--- config.mk ---
export PLATFORM = sky130hd
export DESIGN_NAME = dmem_port_sched_flat
export DESIGN_NICKNAME = d
export VERILOG_FILES = /design/src/rtl/dmem_port_sched_pkg.sv /design/src/rtl/dmem_port_sched_if.sv /design/src/rtl/dmem_port_sched_req_mux.sv /design/src/rtl/dmem_port_sched.sv /design/src/flat_wrapper.sv
export SDC_FILE = /design/constraint.sdc
export NUM_CORES = 1
export LEC_CHECK = 0
export BUFFER_PORTS_ARGS = -buffer_cell sky130_fd_sc_hd__buf_2
export CAP_MARGIN = 10
export CELL_PAD_IN_SITES_DETAIL_PLACEMENT = 1
export CELL_PAD_IN_SITES_GLOBAL_PLACEMENT = 2
export CORE_ASPECT_RATIO = 1.25
export CORE_MARGIN = 1.5
export CORE_UTILIZATION = 25
export DETAILED_ROUTE_END_ITERATION = 10
export PLACE_DENSITY_LB_ADDON = 0.15
export SKIP_LAST_GASP = 1
export SYNTH_ARGS = -nofsm -noshare
export SYNTH_HDL_FRONTEND = slang
export SYNTH_SLANG_ARGS = --single-unit
--- constraint.sdc ---
create_clock -name clk -period 4.4 [get_ports clk]
set_input_delay 0.22 -clock clk [delete_from_list [all_inputs] [get_ports clk]]
set_output_delay 0.22 -clock clk [all_outputs]
set_load 0.02 [all_outputs]
--- src/rtl/dmem_port_sched_pkg.sv ---
// Shared widths, FSM encoding and slot-select type for the dual-issue data-memory port scheduler.
package dmem_port_sched_pkg;

    localparam int DMS_AW = 32;
    localparam int DMS_DW = 32;

    localparam logic [1:0] DMS_IDLE   = 2'd0;
    localparam logic [1:0] DMS_SECOND = 2'd1;
    localparam logic [1:0] DMS_WAIT   = 2'd2;

    typedef enum logic [1:0] {
        SEL_NONE  = 2'd0,
        SEL_SLOT1 = 2'd1,
        SEL_SLOT2 = 2'd2
    } dms_sel_e;

endpackage

--- src/rtl/dmem_port_sched_if.sv ---
// Pipeline-side requests, SRAM port and MEM-stage load data of the scheduler, grouped as one bundle.
interface dmem_port_sched_if
    import dmem_port_sched_pkg::*;
#(
    parameter int AW = DMS_AW,
    parameter int DW = DMS_DW
) ();

    logic              flush;
    logic              hold_i;
    logic              req_en_i1;
    logic              req_en_i2;
    logic [DW/8-1:0]   req_wen_i1;
    logic [DW/8-1:0]   req_wen_i2;
    logic [AW-1:0]     req_addr_i1;
    logic [AW-1:0]     req_addr_i2;
    logic [DW-1:0]     req_wdata_i1;
    logic [DW-1:0]     req_wdata_i2;
    logic              kill_i2;
    logic              data_sram_en;
    logic [DW/8-1:0]   data_sram_wen;
    logic [AW-1:0]     data_sram_addr;
    logic [DW-1:0]     data_sram_wdata;
    logic [DW-1:0]     data_sram_rdata;
    logic              stall_req;
    logic [DW-1:0]     rdata_i1;
    logic [DW-1:0]     rdata_i2;

    // master = pipeline plus SRAM environment, slave = the scheduler
    modport master (
        output flush, hold_i, req_en_i1, req_en_i2, req_wen_i1, req_wen_i2,
               req_addr_i1, req_addr_i2, req_wdata_i1, req_wdata_i2, kill_i2,
               data_sram_rdata,
        input  data_sram_en, data_sram_wen, data_sram_addr, data_sram_wdata,
               stall_req, rdata_i1, rdata_i2
    );

    modport slave (
        input  flush, hold_i, req_en_i1, req_en_i2, req_wen_i1, req_wen_i2,
               req_addr_i1, req_addr_i2, req_wdata_i1, req_wdata_i2, kill_i2,
               data_sram_rdata,
        output data_sram_en, data_sram_wen, data_sram_addr, data_sram_wdata,
               stall_req, rdata_i1, rdata_i2
    );

endinterface

--- src/rtl/dmem_port_sched_req_mux.sv ---
// Slot select onto the single SRAM port; purely combinational, zero latency, no backpressure.
// An unselected port drives all zeros so idle cycles never show stale addresses or data.
module dms_req_mux
    import dmem_port_sched_pkg::*;
#(
    parameter int AW = DMS_AW,
    parameter int DW = DMS_DW
) (
    input  dms_sel_e          sel,
    input  logic [DW/8-1:0]   wen1,
    input  logic [DW/8-1:0]   wen2,
    input  logic [AW-1:0]     addr1,
    input  logic [AW-1:0]     addr2,
    input  logic [DW-1:0]     wdata1,
    input  logic [DW-1:0]     wdata2,
    output logic              en,
    output logic [DW/8-1:0]   wen,
    output logic [AW-1:0]     addr,
    output logic [DW-1:0]     wdata
);

    always_comb begin
        en    = 1'b0;
        wen   = '0;
        addr  = '0;
        wdata = '0;
        case (sel)
            SEL_SLOT1: begin
                en    = 1'b1;
                wen   = wen1;
                addr  = addr1;
                wdata = wdata1;
            end
            SEL_SLOT2: begin
                en    = 1'b1;
                wen   = wen2;
                addr  = addr2;
                wdata = wdata2;
            end
            default: ;
        endcase
    end

endmodule

--- src/rtl/dmem_port_sched.sv ---
// Serialises a dual-issue memory pair onto one SRAM port; single access adds 0 cycles, a dual pair adds 1.
// Backpressure: stall_req for one cycle per dual pair; hold_i freezes issue, flush aborts the pair.
module dmem_port_sched
    import dmem_port_sched_pkg::*;
#(
    parameter int AW = DMS_AW,
    parameter int DW = DMS_DW
) (
    input logic               clk,
    input logic               rst,
    dmem_port_sched_if.slave  bus
);

    logic [1:0]    state;
    logic [1:0]    state_nxt;
    logic          dual_r;
    logic          hold2_v;
    logic [DW-1:0] hold1;
    logic [DW-1:0] hold2;
    logic          dual_pair;
    logic          stall;
    dms_sel_e      sel;

    assign dual_pair = bus.req_en_i1 & bus.req_en_i2 & ~bus.kill_i2;

    always_comb begin
        sel       = SEL_NONE;
        stall     = 1'b0;
        state_nxt = state;
        if (bus.flush) begin
            state_nxt = DMS_IDLE;
        end else begin
            case (state)
                DMS_IDLE: begin
                    if (!bus.hold_i) begin
                        if (dual_pair) begin
                            sel       = SEL_SLOT1;
                            stall     = 1'b1;
                            state_nxt = DMS_SECOND;
                        end else if (bus.req_en_i1) begin
                            sel = SEL_SLOT1;
                        end else if (bus.req_en_i2 && !bus.kill_i2) begin
                            sel = SEL_SLOT2;
                        end
                    end
                end
                DMS_SECOND: begin
                    sel       = SEL_SLOT2;
                    state_nxt = bus.hold_i ? DMS_WAIT : DMS_IDLE;
                end
                DMS_WAIT: begin
                    if (!bus.hold_i) state_nxt = DMS_IDLE;
                end
                default: state_nxt = DMS_IDLE;
            endcase
        end
        // reset must silence the port immediately, not only after the next edge
        if (!rst) begin
            sel   = SEL_NONE;
            stall = 1'b0;
        end
    end

    dms_req_mux #(
        .AW (AW),
        .DW (DW)
    ) u_req_mux (
        .sel    (sel),
        .wen1   (bus.req_wen_i1),
        .wen2   (bus.req_wen_i2),
        .addr1  (bus.req_addr_i1),
        .addr2  (bus.req_addr_i2),
        .wdata1 (bus.req_wdata_i1),
        .wdata2 (bus.req_wdata_i2),
        .en     (bus.data_sram_en),
        .wen    (bus.data_sram_wen),
        .addr   (bus.data_sram_addr),
        .wdata  (bus.data_sram_wdata)
    );

    always_ff @(posedge clk or negedge rst) begin
        if (!rst) begin
            state   <= DMS_IDLE;
            dual_r  <= 1'b0;
            hold2_v <= 1'b0;
            hold1   <= '0;
            hold2   <= '0;
        end else begin
            state <= state_nxt;
            if (bus.flush) begin
                dual_r  <= 1'b0;
                hold2_v <= 1'b0;
            end else begin
                case (state)
                    DMS_IDLE: begin
                        // the pair sitting in MEM this cycle is the one that used hold2
                        hold2_v <= 1'b0;
                        if (!bus.hold_i) dual_r <= dual_pair;
                    end
                    DMS_SECOND: hold1 <= bus.data_sram_rdata;
                    DMS_WAIT: begin
                        // slot-2 data is only on the SRAM bus in the first WAIT cycle
                        if (!hold2_v) begin
                            hold2   <= bus.data_sram_rdata;
                            hold2_v <= 1'b1;
                        end
                    end
                    default: ;
                endcase
            end
        end
    end

    assign bus.stall_req = stall;
    assign bus.rdata_i1  = !rst ? '0 : (dual_r  ? hold1 : bus.data_sram_rdata);
    assign bus.rdata_i2  = !rst ? '0 : (hold2_v ? hold2 : bus.data_sram_rdata);

endmodule

--- src/flat_wrapper.sv ---
// flat-port wrapper written by rule: the top's interface ports become plain ports
module dmem_port_sched_flat import dmem_port_sched_pkg::*;
#(
    parameter int AW = DMS_AW,
    parameter int DW = DMS_DW
)
  (clk, rst, bus_flush, bus_hold_i, bus_req_en_i1, bus_req_en_i2, bus_req_wen_i1, bus_req_wen_i2, bus_req_addr_i1, bus_req_addr_i2, bus_req_wdata_i1, bus_req_wdata_i2, bus_kill_i2, bus_data_sram_rdata, bus_data_sram_en, bus_data_sram_wen, bus_data_sram_addr, bus_data_sram_wdata, bus_stall_req, bus_rdata_i1, bus_rdata_i2);
  dmem_port_sched_if #(.AW(AW), .DW(DW)) bus_i ();
  input logic clk;
  input logic rst;
  input wire logic [$bits(bus_i.flush)-1:0] bus_flush;
  input wire logic [$bits(bus_i.hold_i)-1:0] bus_hold_i;
  input wire logic [$bits(bus_i.req_en_i1)-1:0] bus_req_en_i1;
  input wire logic [$bits(bus_i.req_en_i2)-1:0] bus_req_en_i2;
  input wire logic [$bits(bus_i.req_wen_i1)-1:0] bus_req_wen_i1;
  input wire logic [$bits(bus_i.req_wen_i2)-1:0] bus_req_wen_i2;
  input wire logic [$bits(bus_i.req_addr_i1)-1:0] bus_req_addr_i1;
  input wire logic [$bits(bus_i.req_addr_i2)-1:0] bus_req_addr_i2;
  input wire logic [$bits(bus_i.req_wdata_i1)-1:0] bus_req_wdata_i1;
  input wire logic [$bits(bus_i.req_wdata_i2)-1:0] bus_req_wdata_i2;
  input wire logic [$bits(bus_i.kill_i2)-1:0] bus_kill_i2;
  input wire logic [$bits(bus_i.data_sram_rdata)-1:0] bus_data_sram_rdata;
  output wire logic [$bits(bus_i.data_sram_en)-1:0] bus_data_sram_en;
  output wire logic [$bits(bus_i.data_sram_wen)-1:0] bus_data_sram_wen;
  output wire logic [$bits(bus_i.data_sram_addr)-1:0] bus_data_sram_addr;
  output wire logic [$bits(bus_i.data_sram_wdata)-1:0] bus_data_sram_wdata;
  output wire logic [$bits(bus_i.stall_req)-1:0] bus_stall_req;
  output wire logic [$bits(bus_i.rdata_i1)-1:0] bus_rdata_i1;
  output wire logic [$bits(bus_i.rdata_i2)-1:0] bus_rdata_i2;
  assign bus_i.flush = bus_flush;
  assign bus_i.hold_i = bus_hold_i;
  assign bus_i.req_en_i1 = bus_req_en_i1;
  assign bus_i.req_en_i2 = bus_req_en_i2;
  assign bus_i.req_wen_i1 = bus_req_wen_i1;
  assign bus_i.req_wen_i2 = bus_req_wen_i2;
  assign bus_i.req_addr_i1 = bus_req_addr_i1;
  assign bus_i.req_addr_i2 = bus_req_addr_i2;
  assign bus_i.req_wdata_i1 = bus_req_wdata_i1;
  assign bus_i.req_wdata_i2 = bus_req_wdata_i2;
  assign bus_i.kill_i2 = bus_kill_i2;
  assign bus_i.data_sram_rdata = bus_data_sram_rdata;
  assign bus_data_sram_en = bus_i.data_sram_en;
  assign bus_data_sram_wen = bus_i.data_sram_wen;
  assign bus_data_sram_addr = bus_i.data_sram_addr;
  assign bus_data_sram_wdata = bus_i.data_sram_wdata;
  assign bus_stall_req = bus_i.stall_req;
  assign bus_rdata_i1 = bus_i.rdata_i1;
  assign bus_rdata_i2 = bus_i.rdata_i2;
  dmem_port_sched #(.AW(AW), .DW(DW)) u_core (.clk(clk), .rst(rst), .bus(bus_i));
endmodule
# Yosys cells after proc, flatten, opt, wreduce, memory -nomap -nowiden
# Cells that the tools add are included.
# totals
regBits	68
latch_bits	0
mem_bits_rw	0
romBits	0
output_inout_bits	134
elab_cells	58
n_memories	0
# classes
addsub	0
mul	0
n_div	0
n_lt_le_gt_ge	0
eq_ne	8
shifts	0
n_mux	31
bitwise_logic	4
n_reduce_logical	10
# op_table
cell	n
$mux 32	4
$pmux 32 s2	2
$mux 2	11
$mux 1	10
$pmux 4 s2	1
$ne 3x3->1 const B	2
$pmux 2 s3	1
$reduce_and 2->1	3
$eq 2x1->1 const B	2
$eq 2x2->1 const B	2
$pmux 2 s2	1
$ne 3x2->1 const B	1
$reduce_and 3->1	1
$reduce_bool 3->1	1
$and 1x1->1	2
$logic_not 2->1	1
$ne 2x2->1 const B	1
$not 1->1	2
$pmux 1 s2	1
$reduce_bool 2->1	1
$reduce_or 2->1	1
$logic_and 1x1->1	1
$logic_not 1->1	1

# Longest topological paths before layout
# logic_depth
word_depth	12
depth_mapped	9

# By module
# Synthesis repeated with hierarchy kept, for this count alone.
# hier_totals
hier_cells	467
hier_area_um2	4825.9
# by_module_without_submodules
mod	n_inst	cells_each	area_each_um2	seq_area_each_um2
dmem_port_sched	1	302	3763.6	1701.6
dms_req_mux	1	165	1062.3	0.0

# Least setup slack after synthesis
# OpenSTA, ideal clock, no wires.
# synth_timing
path_kind	register to output
start	register u_core.state[0]
end	output port bus_data_sram_addr[10]
t_arrival_ns	2.229
required_ns	4.180
setup_slack_ns	1.951
path_stages_with_launch	10
n_path_buf	4
path_cell_list	dfrtp_1 -> buf_4 -> nor3b_1 -> and3_1 -> ha_1 -> buf_2 -> clkbuf_1 -> buf_1 -> a22oi_1 -> nor2_1
# synth_between
elab_chain_len	6
word_cells_on_any_way	8
# synth_rtl
item	line_no	source
start: declaration	dmem_port_sched.sv:14	logic [1:0] state;
start signal: assignment	dmem_port_sched.sv:89	state <= state_nxt;
$eq 2x1->1 / $logic_not 2->1 (equally long branches)	dmem_port_sched.sv:33	case (state)
$pmux 2 s2 (*)	dmem_port_sched.sv:33	
$mux 2 (*)	dmem_port_sched.sv:30	if (bus.flush) begin
$mux 2 (*)	dmem_port_sched.sv:58	if (!rst) begin
$eq 2x2->1 / $eq 2x1->1 (equally long branches)	dmem_port_sched_req_mux.sv:27	case (sel)
$pmux 32 s2 (*)	dmem_port_sched_req_mux.sv:27	
end: declaration	flat_wrapper.sv:25	output wire logic [$bits(bus_i.data_sram_addr)-1:0] bus_data_sram_addr;
# Every way passes the cells marked *; elsewhere a longest branch is shown, timed or not.

# Worst setup path in the final report
# layout_timing
start	input port rst
end	output port bus_data_sram_addr[16]
# layout_between
elab_chain_len	3
word_cells_on_any_way	4
# layout_rtl
item	line_no	source
start: declaration	flat_wrapper.sv:10	input logic rst;
$mux 2 (*)	dmem_port_sched.sv:58	
$eq 2x2->1 / $eq 2x1->1 (equally long branches)	dmem_port_sched_req_mux.sv:27	
$pmux 32 s2 (*)	dmem_port_sched_req_mux.sv:27	
# Marks and branches as above.

==> impl_metrics.json <==
{
  "status": "complete, no violations",
  "p_int_w": 0.00137,
  "cts_tree": "yes",
  "area_growth_syn_to_layout_pct": 42.8,
  "synth-simple-area-share_pct": 16.7,
  "ys.flop_type": "dfrtp_1",
  "cp-start-kind": "input pin",
  "skew_ps": 6.08,
  "drive_above_1_share_pct": 53.1,
  "core.rowCount": 55,
  "grt_setup_unrepaired": "false",
  "p_leak_nw": 3.17,
  "hpwl_um": 13600,
  "relSlewSlack_pct": 23.5,
  "die_width_um": 125,
  "core_area_um2": 18200,
  "worstPathRequired_ps": 4180,
  "synth_top_family_by_area": "multiplexers",
  "wire_per_inst_um": 18.5,
  "cts_resized": 0,
  "route.vias.total": 4700,
  "synth.yosys.seq_area_share_pct": 36.5,
  "clkLatencyLatePin_ps": 320,
  "end_kind": "output pin",
  "syn_area_per_cell_um2": 9.97,
  "dieArea_um2": 19500,
  "min_path_type": "in -> reg",
  "synthMuxAreaShare_pct": 29.4,
  "yosysMostFrequentCell": "nor2_1",
  "synth_top_area_share_pct": 36.5,
  "gr-usage-all-layers_pct": 18.2,
  "finalCriticalPeriod_ps": 3430,
  "ys_warn_count": 0,
  "drtAntennaViolNets": 0,
  "setup_violations": 0,
  "ir_drop_uv": 146,
  "fmaxAchievable_ghz": 0.291,
  "die_h_um": 156,
  "synthAdderAreaFrac_pct": 0.537,
  "ys_ff_latch": 68,
  "initial_core_util_pct": 25.6,
  "layout.nets": 923,
  "syn_inst": 467,
  "final_util_pct": 36.6,
  "gp_congestion": 0.872,
  "stdcell_count": 981,
  "layout_setup_ws_ps": 968,
  "netlist_top_cells_count": "nor2_1 (70), a22oi_1 (68), dfrtp_1 (68), mux2i_1 (65), nor2b_1 (65)",
  "firstDrtPassIters": 4,
  "grt_max_degree": 76,
  "drc": 0,
  "maxCapViolations": 0,
  "grt_antenna_before_repair": 5,
  "drv_slew": 0,
  "switchingPower_w": 0.000504,
  "critPathKind": "in -> out",
  "finalCritPeriodShare_pct": 78.0,
  "grt_pass1_vias": 5114,
  "tightest_slew_ps": 1150,
  "cp_max_fo": 63,
  "place_inst": 961,
  "cts.sinks": 68,
  "combPwrFrac_pct": 20.1,
  "post-cts-setup-buffers": 0,
  "arrival_ps": 3210,
  "sw_frac_of_total_pct": 27.0,
  "drt_wl_total_um": 18200,
  "syn_area_um2": 4660,
  "io_pins": 309,
  "clk_path_buf_depth": 2,
  "via_per_inst": 4.79,
  "synth_nets": 644,
  "yosys.area_share.xor_xnor_pct": 0.188,
  "overflow": 0,
  "pre_cts_slack_ps": 1370,
  "synth_edf_count": 0,
  "setup_tns_ps": 0,
  "cts_buffers": 9,
  "synth-compound-area-share_pct": 11.5,
  "power_frac_clock_pct": 38.6,
  "cts_root_buf": "clkbuf_16",
  "cts_hold_buf": 1,
  "pwr-share-seq_pct": 41.3,
  "synthArstFlopShare_pct": 100,
  "io_buffer_count": 308,
  "synth.distinct_cells": 28,
  "clk_pin_slew_worst_paths_ps": 60,
  "synthTopCellsByArea": "dfrtp_1 (37%), mux2_2 (15%), mux2i_1 (14%), a22oi_1 (11%), nor2b_1 (8.7%)",
  "powerDensity_nw_per_um2": 281,
  "final_hold_viol_count": 0,
  "drtIter0Drc": 188,
  "grt_pass1_wl_um": 28000,
  "yosys.area.top_type": "dfrtp_1",
  "htreeDepth": 3
}
## worst max-delay path, stage by stage
cell	delay (ps)
dlygate4sd3_1	520
buf_4	500
o211a_1	250
ha_2	770
buf_4	410
a22oi_1	170
nor2_1	130
buf_2	180
## layout make-up
type / instances / area, µm²
clock inverters: 5 / 62.6
inverters: 1 / 3.75
repair buffers: 316 / 1620
diodes: 3 / 7.51
fillers: 2181 / 11500
clock buffers: 10 / 239
multi-input cells: 350 / 2730
well taps: 228 / 285
flip-flops and latches: 68 / 1700
## cell families (layout without fill, tap and decap cells)
logic type               count (synthesis)  in the layout
multiplexers                           129            129
AO/OA/AOI/OAI                           71             71
AND/OR/NAND/NOR                        147            147
XOR/XNOR                                 1              1
adder cells (fa/ha/maj)                  2              2
other                                    0              3
flip-flops                              68             68
buffers and inverters                   49            332
## per-layer routing
layer	GRT usage, %	vias up	share of wire (%)
met5	0	-	0
met1	20.8	2270	40
met2	32.9	192	52
met4	6.11	0	2.2
met3	4.80	22	6.7
li1	-	2216	-
## sequential cells by signal, summed over array words and instances, names as in the netlist
name and count:
u_core.hold1 32, u_core.hold2 32, u_core.dual_r 1, u_core.state 2, u_core.hold2_v 1
## layout by cell type, fill, tap and decap left out, drive strengths merged
cell	count
a22oi	68
and2	1
and3	1
and4	1
buf	315
bufinv	1
clkbuf	10
clkinv	2
clkinvlp	2
dfrtp	68
diode	3
dlygate4sd3	1
ha	2
inv	1
mux2	64
mux2i	65
nand2b	1
nand3	1
nor2	70
nor2b	65
nor3	1
nor3b	3
nor4b	3
o211a	1
o211ai	1
o2bb2ai	1
xnor2	1
## power by group through the flow
stage / Clock [W] / Combinational [W] / Sequential, W
6_report: 0.000722 / 0.000377 / 0.000773
5_1_grt: 0.000781 / 0.000413 / 0.000788
4_1_cts: 0.000749 / 0.000382 / 0.000774
3_5_place_dp: 0 / 0.000380 / 0.000786
3_3_place_gp: 0 / 0.000367 / 0.000776
2_1_floorplan: 0 / 0.000219 / 0.000764
## path summary, 6_finish.rpt
path	slack [ps]	cells past startpoint	startpoint	end
max	970	8	rst	bus_data_sram_addr[16]
min	170	2	bus_data_sram_rdata[26]	u_core.hold1[26]
max reg2reg	2140	3	u_core.state[1]	u_core.hold2[24]
min reg2reg	490	1	u_core.hold2[30]	u_core.hold2[30]
max in group asynchronous	2690	3	rst	u_core.dual_r
min in group asynchronous	450	2	rst	u_core.hold2[16]
## through the flow
stage                     area (µm²)  hold slack [ps]  total power [W]
after CTS                       6620              151          0.00191
after global routing            6650              161          0.00198
after global placement          6310              249          0.00114
final                           6650              168          0.00187
after detailed placement        6310              267          0.00117
after floorplan                 4660            -75.6         0.000983
Power figures use the tool's default switching activity.
